`src/rtl/rom_stream_reader_if.sv`:
```
// rom_stream_reader_if: command, ROM-side and stream-side signals of the reader.
// master = reader side, slave = environment (command source, ROM, consumer).
interface rom_stream_reader_if #(
  parameter int AW = 3,
  parameter int DW = 3
);
  logic          start;
  logic [AW-1:0] base_adr;
  logic [AW:0]   count;
  logic          busy;
  logic          done;
  logic          rom_en;
  logic [AW-1:0] rom_adr;
  logic [DW-1:0] rom_data;
  logic          out_valid;
  logic          out_ready;
  logic [DW-1:0] out_data;
  logic          out_last;

  modport master (
    input  start, base_adr, count,
    input  rom_data, out_ready,
    output busy, done,
    output rom_en, rom_adr,
    output out_valid, out_data, out_last
  );

  modport slave (
    output start, base_adr, count,
    output rom_data, out_ready,
    input  busy, done,
    input  rom_en, rom_adr,
    input  out_valid, out_data, out_last
  );
endinterface

```
`src/rtl/rom_stream_reader.sv`:
```
// rom_stream_reader: walks a ROM address range on start, streams words out.
// Ports: clk, rst (sync, active-high), bus (cmd / ROM / valid-ready stream).
module rom_stream_reader #(
  parameter int AW = 3,
  parameter int DW = 3
) (
  input  logic clk,
  input  logic rst,
  rom_stream_reader_if.master bus
);

  typedef enum logic [1:0] {
    IDLE,
    RUN,
    DRAIN
  } state_e;

  state_e        state_q, state_d;
  logic [AW-1:0] next_adr_q, next_adr_d;
  logic [AW-1:0] last_adr_q, last_adr_d;
  logic [AW:0]   issue_left_q, issue_left_d;
  logic [AW:0]   out_left_q, out_left_d;
  logic          inflight_q, inflight_d;
  logic          done_q, done_d;
  logic [DW-1:0] buf_q [2];
  logic [DW-1:0] buf_d [2];
  logic          rd_ptr_q, rd_ptr_d;
  logic          wr_ptr_q, wr_ptr_d;
  logic [1:0]    occ_q, occ_d;

  logic          pop;
  logic          issue;
  logic [2:0]    used;
  logic [2:0]    limit;

  // A slot is promised to every word buffered or in flight; a pop this
  // cycle frees one, which keeps the 2-entry buffer from overflowing.
  always_comb begin
    pop   = (occ_q != 2'd0) & bus.out_ready;
    used  = {1'b0, occ_q} + {2'b00, inflight_q};
    limit = 3'd2 + {2'b00, pop};
    issue = (state_q == RUN) & (used < limit);
  end

  always_ff @(posedge clk) begin
    if (rst) begin
      state_q <= IDLE;
    end else begin
      state_q <= state_d;
    end
  end

  always_comb begin
    state_d      = state_q;
    next_adr_d   = next_adr_q;
    last_adr_d   = last_adr_q;
    issue_left_d = issue_left_q;
    out_left_d   = out_left_q;
    inflight_d   = issue;
    done_d       = 1'b0;
    buf_d        = buf_q;
    rd_ptr_d     = rd_ptr_q;
    wr_ptr_d     = wr_ptr_q;
    occ_d        = occ_q + {1'b0, inflight_q} - {1'b0, pop};

    if (inflight_q) begin
      buf_d[wr_ptr_q] = bus.rom_data;
      wr_ptr_d        = ~wr_ptr_q;
    end

    if (pop) begin
      rd_ptr_d   = ~rd_ptr_q;
      out_left_d = out_left_q - (AW+1)'(1);
    end

    unique case (state_q)
      IDLE: begin
        if (bus.start) begin
          if (bus.count != '0) begin
            state_d      = RUN;
            next_adr_d   = bus.base_adr;
            issue_left_d = bus.count;
            out_left_d   = bus.count;
          end else begin
            done_d = 1'b1;
          end
        end
      end
      RUN: begin
        if (issue) begin
          next_adr_d   = next_adr_q + AW'(1);
          last_adr_d   = next_adr_q;
          issue_left_d = issue_left_q - (AW+1)'(1);
          if (issue_left_q == (AW+1)'(1)) begin
            state_d = DRAIN;
          end
        end
      end
      DRAIN: begin
        if (pop && out_left_q == (AW+1)'(1)) begin
          state_d = IDLE;
          done_d  = 1'b1;
        end
      end
      default: begin
        state_d = IDLE;
      end
    endcase
  end

  // Clearing inflight on reset drops the ROM word that returns afterwards.
  always_ff @(posedge clk) begin
    if (rst) begin
      next_adr_q   <= '0;
      last_adr_q   <= '0;
      issue_left_q <= '0;
      out_left_q   <= '0;
      inflight_q   <= 1'b0;
      done_q       <= 1'b0;
      buf_q        <= '{default: '0};
      rd_ptr_q     <= 1'b0;
      wr_ptr_q     <= 1'b0;
      occ_q        <= 2'd0;
    end else begin
      next_adr_q   <= next_adr_d;
      last_adr_q   <= last_adr_d;
      issue_left_q <= issue_left_d;
      out_left_q   <= out_left_d;
      inflight_q   <= inflight_d;
      done_q       <= done_d;
      buf_q        <= buf_d;
      rd_ptr_q     <= rd_ptr_d;
      wr_ptr_q     <= wr_ptr_d;
      occ_q        <= occ_d;
    end
  end

  // The address bus holds its last issued value between reads.
  assign bus.busy      = (state_q != IDLE);
  assign bus.done      = done_q;
  assign bus.rom_en    = issue;
  assign bus.rom_adr   = issue ? next_adr_q : last_adr_q;
  assign bus.out_valid = (occ_q != 2'd0);
  assign bus.out_data  = buf_q[rd_ptr_q];
  assign bus.out_last  = bus.out_valid & (out_left_q == (AW+1)'(1));

endmodule
```
`src/flat_wrapper.sv`:
```
// flat-port wrapper written by rule: the top's interface ports become plain ports
module rom_stream_reader_flat 
#(
  parameter int AW = 3,
  parameter int DW = 3
)
  (clk, rst, bus_start, bus_base_adr, bus_count, bus_rom_data, bus_out_ready, bus_busy, bus_done, bus_rom_en, bus_rom_adr, bus_out_valid, bus_out_data, bus_out_last);
  rom_stream_reader_if #(.AW(AW), .DW(DW)) bus_i ();
  input  logic clk;
  input  logic rst;
  input wire logic [$bits(bus_i.start)-1:0] bus_start;
  input wire logic [$bits(bus_i.base_adr)-1:0] bus_base_adr;
  input wire logic [$bits(bus_i.count)-1:0] bus_count;
  input wire logic [$bits(bus_i.rom_data)-1:0] bus_rom_data;
  input wire logic [$bits(bus_i.out_ready)-1:0] bus_out_ready;
  output wire logic [$bits(bus_i.busy)-1:0] bus_busy;
  output wire logic [$bits(bus_i.done)-1:0] bus_done;
  output wire logic [$bits(bus_i.rom_en)-1:0] bus_rom_en;
  output wire logic [$bits(bus_i.rom_adr)-1:0] bus_rom_adr;
  output wire logic [$bits(bus_i.out_valid)-1:0] bus_out_valid;
  output wire logic [$bits(bus_i.out_data)-1:0] bus_out_data;
  output wire logic [$bits(bus_i.out_last)-1:0] bus_out_last;
  assign bus_i.start = bus_start;
  assign bus_i.base_adr = bus_base_adr;
  assign bus_i.count = bus_count;
  assign bus_i.rom_data = bus_rom_data;
  assign bus_i.out_ready = bus_out_ready;
  assign bus_busy = bus_i.busy;
  assign bus_done = bus_i.done;
  assign bus_rom_en = bus_i.rom_en;
  assign bus_rom_adr = bus_i.rom_adr;
  assign bus_out_valid = bus_i.out_valid;
  assign bus_out_data = bus_i.out_data;
  assign bus_out_last = bus_i.out_last;
  rom_stream_reader #(.AW(AW), .DW(DW)) u_core (.clk(clk), .rst(rst), .bus(bus_i));
endmodule
```
`config.mk`:
```
export PLATFORM = sky130hd
export DESIGN_NAME = rom_stream_reader_flat
export DESIGN_NICKNAME = d
export VERILOG_FILES = /design/src/rtl/rom_stream_reader_if.sv /design/src/rtl/rom_stream_reader.sv /design/src/flat_wrapper.sv
export SDC_FILE = /design/constraint.sdc
export NUM_CORES = 1
export LEC_CHECK = 0
export BUFFER_PORTS_ARGS = -buffer_cell sky130_fd_sc_hd__buf_2
export CORE_MARGIN = 5
export CORE_UTILIZATION = 55
export CTS_BUF_LIST = sky130_fd_sc_hd__clkbuf_16
export DETAILED_ROUTE_END_ITERATION = 10
export GPL_TIMING_DRIVEN = 0
export HOLD_SLACK_MARGIN = 0.05
export PLACE_DENSITY = 0.78
export SLEW_MARGIN = 20
export SYNTH_ARGS = -nofsm -noshare
export SYNTH_HDL_FRONTEND = slang
export SYNTH_SLANG_ARGS = --single-unit
```
`constraint.sdc`:
```
create_clock -name clk -period 2.2 [get_ports clk]
set_input_delay 0.22 -clock clk [delete_from_list [all_inputs] [get_ports clk]]
set_output_delay 0.22 -clock clk [all_outputs]
set_load 0.02 [all_outputs]
```
* After elaboration in Yosys (flattened, before gate mapping)
Index checks and enable logic that the tools add are counted.
Cells by class: order comparisons 4, add/sub/neg operators 7, shifts and indexed selects 0, equality and inequality tests 9, reductions and logical operators 9, muxes and demuxes 29, $mul 0, bitwise gates (word level) 7, divide/modulo/power cells 0
Operators by type and width (count):
- 4-bit 2-to-1 mux | 7
- 3-bit 2-to-1 mux | 8
- 2-bit 2-to-1 mux | 5
- 4-bit by 1-bit == test with 1-bit output, second input constant | 2
- 4-bit case mux with 2 select lines | 1
- 4-bit by 1-bit subtractor with 4-bit output, second input constant | 2
- 6-bit bitwise mux | 1
- 2-bit inequality test, second input constant | 3
- 2-bit case mux with 3 select lines | 1
- 3-bit case mux with 2 select lines | 1
- 2-bit nonzero test | 3
- 5-bit AND reduction | 1
- 2-bit greater-or-equal comparator, second input constant | 2
- 2-bit by 1-bit inequality test with 1-bit output, second input constant | 2
- 1-bit NOT with 2-bit output | 2
- 4-bit AND reduction | 1
- 4-bit nonzero test | 1
- 2-bit by 1-bit adder with 3-bit output | 1
- 2-bit by 1-bit adder with 3-bit output, first input constant | 1
- 3-bit by 1-bit adder with 3-bit output, second input constant | 1
- 1-bit AND | 3
- 3-bit demux with 1-bit select | 1
- 3-bit < comparator | 1
- 1-bit 2-to-1 mux | 3
- 9 further kinds | 11
Word-level totals: memories 0, latch bits 0, bits in registers 28, logic and storage cells 77, memory bits (writable) 0, bits of input ports 14, output and inout bits 11, bits in read-only memories 0

* Depth between registers and ports, before layout
Gate-level depths: netlist of run 1.
depth in word-level cells 7, depth in mapped cells 8, gate-level depth less buffers 8

* Worst setup path before layout of run 1
Ideal clock, no wire load.
path kind reg-to-reg, start register u_core.inflight_q, end register u_core.next_adr_q[0], cell stages (with the launch flop) 6, data required time 2140 ps, setup slack 516 ps, data arrival time 1624 ps, period minus slack after synthesis 1684 ps, path buffers 0, library setup time 60 ps, path through dfxtp_1 > ha_1 > ha_1 > or4b_1 > o21ai_2 > a32o_1
On the way: longest elaborated chain between the ends 5
Ends and longest elaborated chain:
- from (decl) | RTL line rom_stream_reader.sv:23 | logic inflight_q, inflight_d;
- from (signal assigned) | RTL line rom_stream_reader.sv:129 | inflight_q <= inflight_d;
- 2-bit by 1-bit adder with 3-bit output | RTL line rom_stream_reader.sv:40 | used = {1'b0, occ_q} + {2'b00, inflight_q};
- 3-bit < comparator | RTL line rom_stream_reader.sv:42 | issue = (state_q == RUN) & (used < limit);
- 1-bit AND | RTL line rom_stream_reader.sv:42
- 2-bit inequality test (no line)
- 4-bit AND reduction (no line)
- to (signal assigned) | RTL line rom_stream_reader.sv:125 | next_adr_q <= next_adr_d;
- to (decl) | RTL line rom_stream_reader.sv:19 | logic [AW-1:0] next_adr_q, next_adr_d;
No other way between the ends. A chain may end at the register's enable or synchronous reset.

* Final worst setup path of run 1
start register u_core.occ_q[0], end output port bus_rom_adr[1]
On the way: longest elaborated chain between the ends 6, elaborated cells between the ends (all ways) 7, those cells by class 2 x add/sub; 1 x order compare; 1 x mux; 2 x bitwise; 1 x reduce/logical
Ends and longest elaborated chain:
- from (decl) | RTL line rom_stream_reader.sv:29 | logic [1:0] occ_q, occ_d;
- from (signal assigned) | RTL line rom_stream_reader.sv:123 | occ_q <= 2'd0;
- from (signal assigned) | RTL line rom_stream_reader.sv:134 | occ_q <= occ_d;
- 2-bit nonzero test | RTL line rom_stream_reader.sv:39 | pop = (occ_q != 2'd0) & bus.out_ready;
- 1-bit AND | RTL line rom_stream_reader.sv:39
- 2-bit by 1-bit adder with 3-bit output | RTL line rom_stream_reader.sv:41 | limit = 3'd2 + {2'b00, pop};
- 3-bit < comparator (*) | RTL line rom_stream_reader.sv:42
- 1-bit AND (*) | RTL line rom_stream_reader.sv:42
- 3-bit 2-to-1 mux (*)
- to (decl) | RTL line flat_wrapper.sv:19 | output wire logic [$bits(bus_i.rom_adr)-1:0] bus_rom_adr;
Every way passes the cells marked *; elsewhere a longest branch is shown, timed or not.

==> out/metrics.cfg, run 1 <==
[logic_synthesis]
synthTopCellsByArea = dfxtp_1 (37%), ha_1 (7.4%), nand2_1 (5.2%), a32o_1 (4.6%), nor2_1 (3.7%)
seq_area_frac_synth_pct = 36.75
async_flop_share_pct = 0
synth_area_um2 = 1525
synth_edf_count = 0
synth_fp_nets = 194
avgSynthCellArea_um2 = 8.919
yosysTopAreaCell = dfxtp_1
yosysTopAreaCellShare_pct = 36.75
ys_warn_count = 0
synth_cells = 171
ys_ff_latch = 28
synth_ff_type = dfxtp_1
synth.distinct_cells = 42

[setup_path]
worst_setup_path_start_kind = register
critPathCaptureType = output port
crit_path_end = bus_rom_adr[1]
crit_buf_inv = 1
slowest_delay_ns = 0.38
cp.required_ns = 1.98
rrSetupSlack_ns = 0.28
cp_num_cells = 6
worstSetupStartpoint = u_core.occ_q[0]$_SDFF_PP0_
crit_slowest_cell = nor2_2
cpMostUsedCell = ha_1
rr_worst_depth = 8
r2r-start = u_core.occ_q[0]$_SDFF_PP0_
cp.arrival_ns = 1.88
critical_path_class = reg -> out
worstPathMaxFanout = 9
r2r-end = u_core.occ_q[1]$_SDFF_PP0_
critical_path.cell_chain = ha_1 > ha_1 > nor2_2 > nand3_1 > nand2_1 > buf_2
path_delay_family = simple AND/OR/NAND/NOR gates

[timing]
period_minus_slack_ns = 2.103
skew_ns = 0.003691
setup_viol_count_final = 0
fin_setup_tns_ns = 0
whs_ns = 0.2133
finalHoldViolations = 0
min_period_over_period_pct = 95.61
worst_slack_ns = 0.09651
fmax_mhz = 475.4
final_max_slew_viol_count = 0
tightest_slew_ns = 0.4774
slew_headroom_pct = 68.17

[min_path]
hold_class = in -> reg

[detailed_routing]
vias_per_cell = 5.822
vias = 1339
wirelength_um = 3493
drt_iter0_markers = 67
ant_nets = 0
post_drt_wl_per_cell_um = 15.19
first_pass_iters = 4
post-route-drc-count = 0

[grt]
grt_pass1_vias = 1331
grt_max_degree = 17
grt_overflow_total = 0
grt_pass1_wl_um = 6168
antenna_found_initial = 0
track_usage_pct = 19.16

[finish]
diodes = 0
final_common_cell = dfxtp_1
drive_gt1_share_pct = 26.13
area_growth_pct = 17.56
final_cell_mix = dfxtp_1 (27), buf_2 (26), nand2_1 (21)
nets = 223
fin_util_pct = 66.16

[floorplanning]
ios = 25
fp.dieH_um = 62.66
rows = 19
die_x_um = 62.66
core_um2 = 2710
die_area_um2 = 3926
initial_core_util_pct = 56.28

[power_and_ir_drop]
power_w = 0.001970
powerDensity_nw_per_um2 = 1099
cellLeakagePower_nw = 0.7958
peakVddDrop_mv = 0.6523

[cts]
root_buffer = clkbuf_16
cts_tree = done
htreeDepth = 1
cts.sinks = 28
numCtsBuffers = 3
post_cts_buffers = 0
path_clk_slew_ns = 0.07
ctsLongestPathBuffers = 2
clk_latency_ns = 0.27

[place]
io_buffers = 24
place.gp.congestion = 0.8692
dp_slack_ns = 0.2485
hpwl_um = 2612

[outcome]
status = completed

[run]
drv_cap = 0

==> worst min path at each step <==
stage / from / end / cells after the start
floorplan: bus_count[1] / u_core.out_left_q[1]$_SDFF_PP0_ / 2
global placement: u_core.buf_q[1]$_SDFFE_PP0P_ / u_core.buf_q[1]$_SDFFE_PP0P_ / 2
detailed placement: u_core.buf_q[1]$_SDFFE_PP0P_ / u_core.buf_q[1]$_SDFFE_PP0P_ / 2
CTS: bus_rom_data[1] / u_core.buf_q[4]$_SDFFE_PP0P_ / 3
global route: bus_base_adr[1] / u_core.next_adr_q[1]$_SDFFE_PP0P_ / 3
finish: bus_rom_data[2] / u_core.buf_q[2]$_SDFFE_PP0P_ / 3
==> synth_stat cells, types with 2 or more instances <==
master    instances
dfxtp_1          28
nand2_1          21
nor2_1           15
nand3_1          11
a21oi_1          10
ha_1              9
inv_1             8
a32o_1            7
xnor2_1           5
mux2i_1           4
nand2b_1          4
o21ai_0           4
buf_2             3
mux2_2            3
o21ai_2           3
buf_6             2
nand3b_1          2
nor2b_1           2
nor3_1            2
nor4_1            2
o211ai_1          2
or2_2             2
or3b_2            2
xor2_1            2
==> flip-flops by register name, indices dropped and copies added, names as in the netlist <==
signal,cells
u_core.wr_ptr_q,1
u_core.last_adr_q,3
u_core.buf_q,6
u_core.next_adr_q,3
u_core.state_q,2
u_core.inflight_q,1
u_core.out_left_q,4
u_core.bus.done,1
u_core.rd_ptr_q,1
u_core.occ_q,2
u_core.issue_left_q,4
==> cell families after synthesis <==
group                      share of synthesized area (%)
muxes                                              4.840
adders and majority gates                          7.383
DFF                                                36.75
AOI/OAI and AO/OA                                  15.34
xor gates and xnor gates                           4.020
buffers and inverters                              4.921
and+or+nand+nor                                    26.74
==> timing repair <==
| item | 4_1_cts | 5_1_grt |
|---|---|---|
| resized for setup | 0 | 2 |
| setup endpoints to repair | 0 | 3 |
| hold buffers | 0 | 0 |
==> layout make-up <==
cell class                      instances  area, um^2
Inverter                                9       33.78
Fill cell                             228       917.1
Clock inverter                          1       30.03
Multi-Input combinational cell        128       889.6
Clock buffer                            3       75.07
Timing Repair Buffer                   24       120.1
Tap cell                               31       38.79
Buffer                                  6       43.79
Sequential cell                        28       561.8
==> power breakdown <==
group | switching [W] | internal [W] | leakage [nW] | total (W)
sequential | 0.0000929 | 0.000602 | 0.230 | 0.000695
combinational | 0.000415 | 0.000315 | 0.515 | 0.000729
clock | 0.000183 | 0.000363 | 0.0511 | 0.000545
total | 0.000690 | 0.00128 | 0.796 | 0.00197
==> stage by stage <==
step	std cells	cell area, um^2
2_1_floorplan	171	1525
3_3_place_gp	226	1684
3_5_place_dp	226	1684
4_1_cts	230	1789
5_1_grt	230	1793
6_report	230	1793
==> metal layers <==
metal  GRT usage, %  routed length (um)  up-vias
li1               -                   -      661
met5              0                   0        -
met4          8.223                  63        0
met3          3.237                 169        7
met2          31.61                1678       34
met1          24.37                1582      637
==> worst reg2reg max path: stages (launching register included) <==
cell      delay (ns)
dfxtp_1         0.35
o21ai_2         0.27
clkinv_1        0.28
ha_1            0.35
inv_1           0.05
ha_1            0.14
xor2_1          0.18
xnor2_1         0.14
nor2_1          0.06
No activity file was read; power rests on OpenSTA's default activity.
==> run 2: changes to the inputs <==
ABC_AREA = 1   (was not set)
==> run 2 against run 1 <==
  * Die area is 2.7% higher
  * Routed wire length is 14% lower
  * Cell count is 28% higher
  * Maximum frequency is 3.8% higher
  * Critical path type unchanged
==> out/metrics.cfg, run 2 <==
[logic_synthesis]
synth_most_common_cell = nand2_1
ys_ff_latch = 28
seq_area_frac_synth_pct = 35.58
synth_ff_type = dfxtp_1
ys_warn_count = 0
yosysTopAreaCellShare_pct = 35.58
avgSynthCellArea_um2 = 6.703
synth_area_um2 = 1575
synth.distinct_cells = 25
synth_cells = 235
synthTopCellsByArea = dfxtp_1 (36%), nand2_1 (13%), nor2_1 (11%), inv_1 (8.6%), ha_1 (7.1%)
async_flop_share_pct = 0
synth_edf_count = 0
yosysTopAreaCell = dfxtp_1
synth_commonest_cells = nand2_1 (55), nor2_1 (46), inv_1 (36)
synth_fp_nets = 258

[power_and_ir_drop]
seqPwrFrac_pct = 31.7
clockPowerShare_pct = 16.8
peakVddDrop_mv = 1.071
cellLeakagePower_nw = 0.9341
powerDensity_nw_per_um2 = 1360
power_w = 0.002466
p_int_w = 0.001376
switchingPower_w = 0.001090
p_sw_share_pct = 44.19
combPwrFrac_pct = 51.5

[cts]
post_cts_buffers = 0
htreeDepth = 1
holdBufCountCts = 0
cts_tree = done
numCtsBuffers = 3
cts.sinks = 28
clk_latency_ns = 0.26
root_buffer = clkbuf_16
ctsLongestPathBuffers = 2
cts_resized = 0
path_clk_slew_ns = 0.07

[grt]
grt_overflow_total = 0
track_usage_pct = 16.40
antenna_found_initial = 0
grt_pass1_wl_um = 5451
grt_max_degree = 16
grt_pass1_vias = 1318

[place]
dp_slack_ns = 0.4448
io_buffers = 24
placed_cells = 290
hpwl_um = 2374
place.gp.congestion = 0.7814

[setup_path]
cp.required_ns = 1.98
slowest_delay_ns = 0.34
worstPathMaxFanout = 7
cpMostUsedCell = ha_1
cp.arrival_ns = 1.81
critical_path_class = reg -> out
crit_buf_inv = 2
critical_path.cell_chain = ha_1 > ha_1 > nand2_2 > nand3_1 > inv_1 > a21oi_1 > buf_2
worst_setup_path_start_kind = register
path_delay_family = adder cells
critPathCaptureType = output port
crit_slowest_cell = dfxtp_1

[finish]
largest_register_ffs = 6
nets = 287
final_cells = 294
seq_area_um2 = 560.5
reg.largest.list = u_core.buf_q x6, u_core.issue_left_q x4, u_core.out_left_q x4
area_growth_pct = 15.09
diodes = 0
multi_input_area_um2 = 835.8
final_cell_mix = nand2_1 (55), nor2_1 (46), inv_1 (36)
final_common_cell = nand2_1
regMostFlops = u_core.buf_q
filler_cell_count = 262
drive_gt1_share_pct = 15.21

[timing]
slew_headroom_pct = 70.05
final_max_slew_viol_count = 0
fmax_mhz = 493.6
worst_slack_ns = 0.1740
setup_viol_count_final = 0
fin_setup_tns_ns = 0
finalHoldViolations = 0
skew_ns = 0.004341
period_minus_slack_ns = 2.026
min_period_over_period_pct = 92.09
tightest_slew_ns = 0.4493
rsz0062_at_grt = no

[outcome]
status = completed

[min_path]
hold_class = in -> reg

[floorplanning]
ios = 25
rows = 19
die_area_um2 = 4034
die_x_um = 63.52
fp.dieH_um = 63.52
initial_core_util_pct = 57.12
core_um2 = 2758

[detailed_routing]
ant_nets = 0
first_pass_iters = 4
vias_per_cell = 4.918
wirelength_um = 3016
post_drt_wl_per_cell_um = 10.26
drt_iter0_markers = 80
vias = 1446
post-route-drc-count = 0

[run]
drv_cap = 0

[run 2: cell count changes in the layout (fill, tap and decap cells not counted), moves of 4 or more]
cell and change:
nand3_1 -5, nand2_1 +34, mux2i_1 -4, a32o_1 -7, nand2b_1 -4, o21ai_0 +9, inv_1 +28, xnor2_1 -5
nor2_1 +31, a21oi_1 +4
[run 2: through the flow]
step | hold slack [ns] | utilization (%) | instance area [um^2]
after floorplan | 0.2984 | - | 1575
after global placement | 0.4401 | 62.89 | 1734
after detailed placement | 0.4432 | 62.89 | 1734
after CTS | 0.1669 | 65.74 | 1813
after global routing | 0.1592 | 65.74 | 1813
final | 0.1714 | 65.74 | 1813
[run 2: layer usage]
layer  vias up  part of all wire [%]  GRT usage [%]
met3         4                   4.8          4.085
met4         0                   1.5          5.455
met5         -                     0              0
met2        23                    46          26.78
met1       624                    47          20.91
li1        795                     -              -
[run 2: final cells by class]
| type | instances | share of cell area, % |
|---|---|---|
| plain buffers | 4 | 2.208 |
| clock buffers | 3 | 4.141 |
| clock inverters | 1 | 0.2070 |
| inverters | 37 | 7.660 |
| multi-input cells | 166 | 46.10 |
| flip-flops and latches | 28 | 30.92 |
| well taps | 31 | 2.139 |
| repair buffers | 24 | 6.625 |
[run 2: worst paths after layout]
path,from,slack (ns),end,cells past startpoint
hold reg to reg,u_core.buf_q[2]$_SDFFE_PP0P_,0.49,u_core.buf_q[2]$_SDFFE_PP0P_,2
hold / removal,rst,0.17,u_core.last_adr_q[1]$_SDFFE_PP0P_,2
setup / recovery,u_core.occ_q[0]$_SDFF_PP0_,0.17,bus_rom_adr[1],7
setup reg to reg,u_core.occ_q[0]$_SDFF_PP0_,0.55,u_core.issue_left_q[3]$_SDFFE_PP0P_,9
[run 2: cell families (layout without fill, tap and decap cells)]
logic type | after synthesis | in the layout | share of synthesized area (%)
compound gates | 35 | 35 | 12.39
buf+inv | 41 | 69 | 11.36
fa+ha+maj | 9 | 9 | 7.149
simple gates | 120 | 120 | 32.41
xor+xnor | 2 | 2 | 1.112
flops | 28 | 28 | 35.58
[run 2: power by group through the flow]
stage	Sequential, W	Clock [W]	Combinational, W
floorplan	0.000771	0	0.00101
global placement	0.000791	0	0.00125
detailed placement	0.000795	0	0.00127
CTS	0.000784	0.000426	0.00129
global route	0.000812	0.000452	0.00149
finish	0.000783	0.000415	0.00127
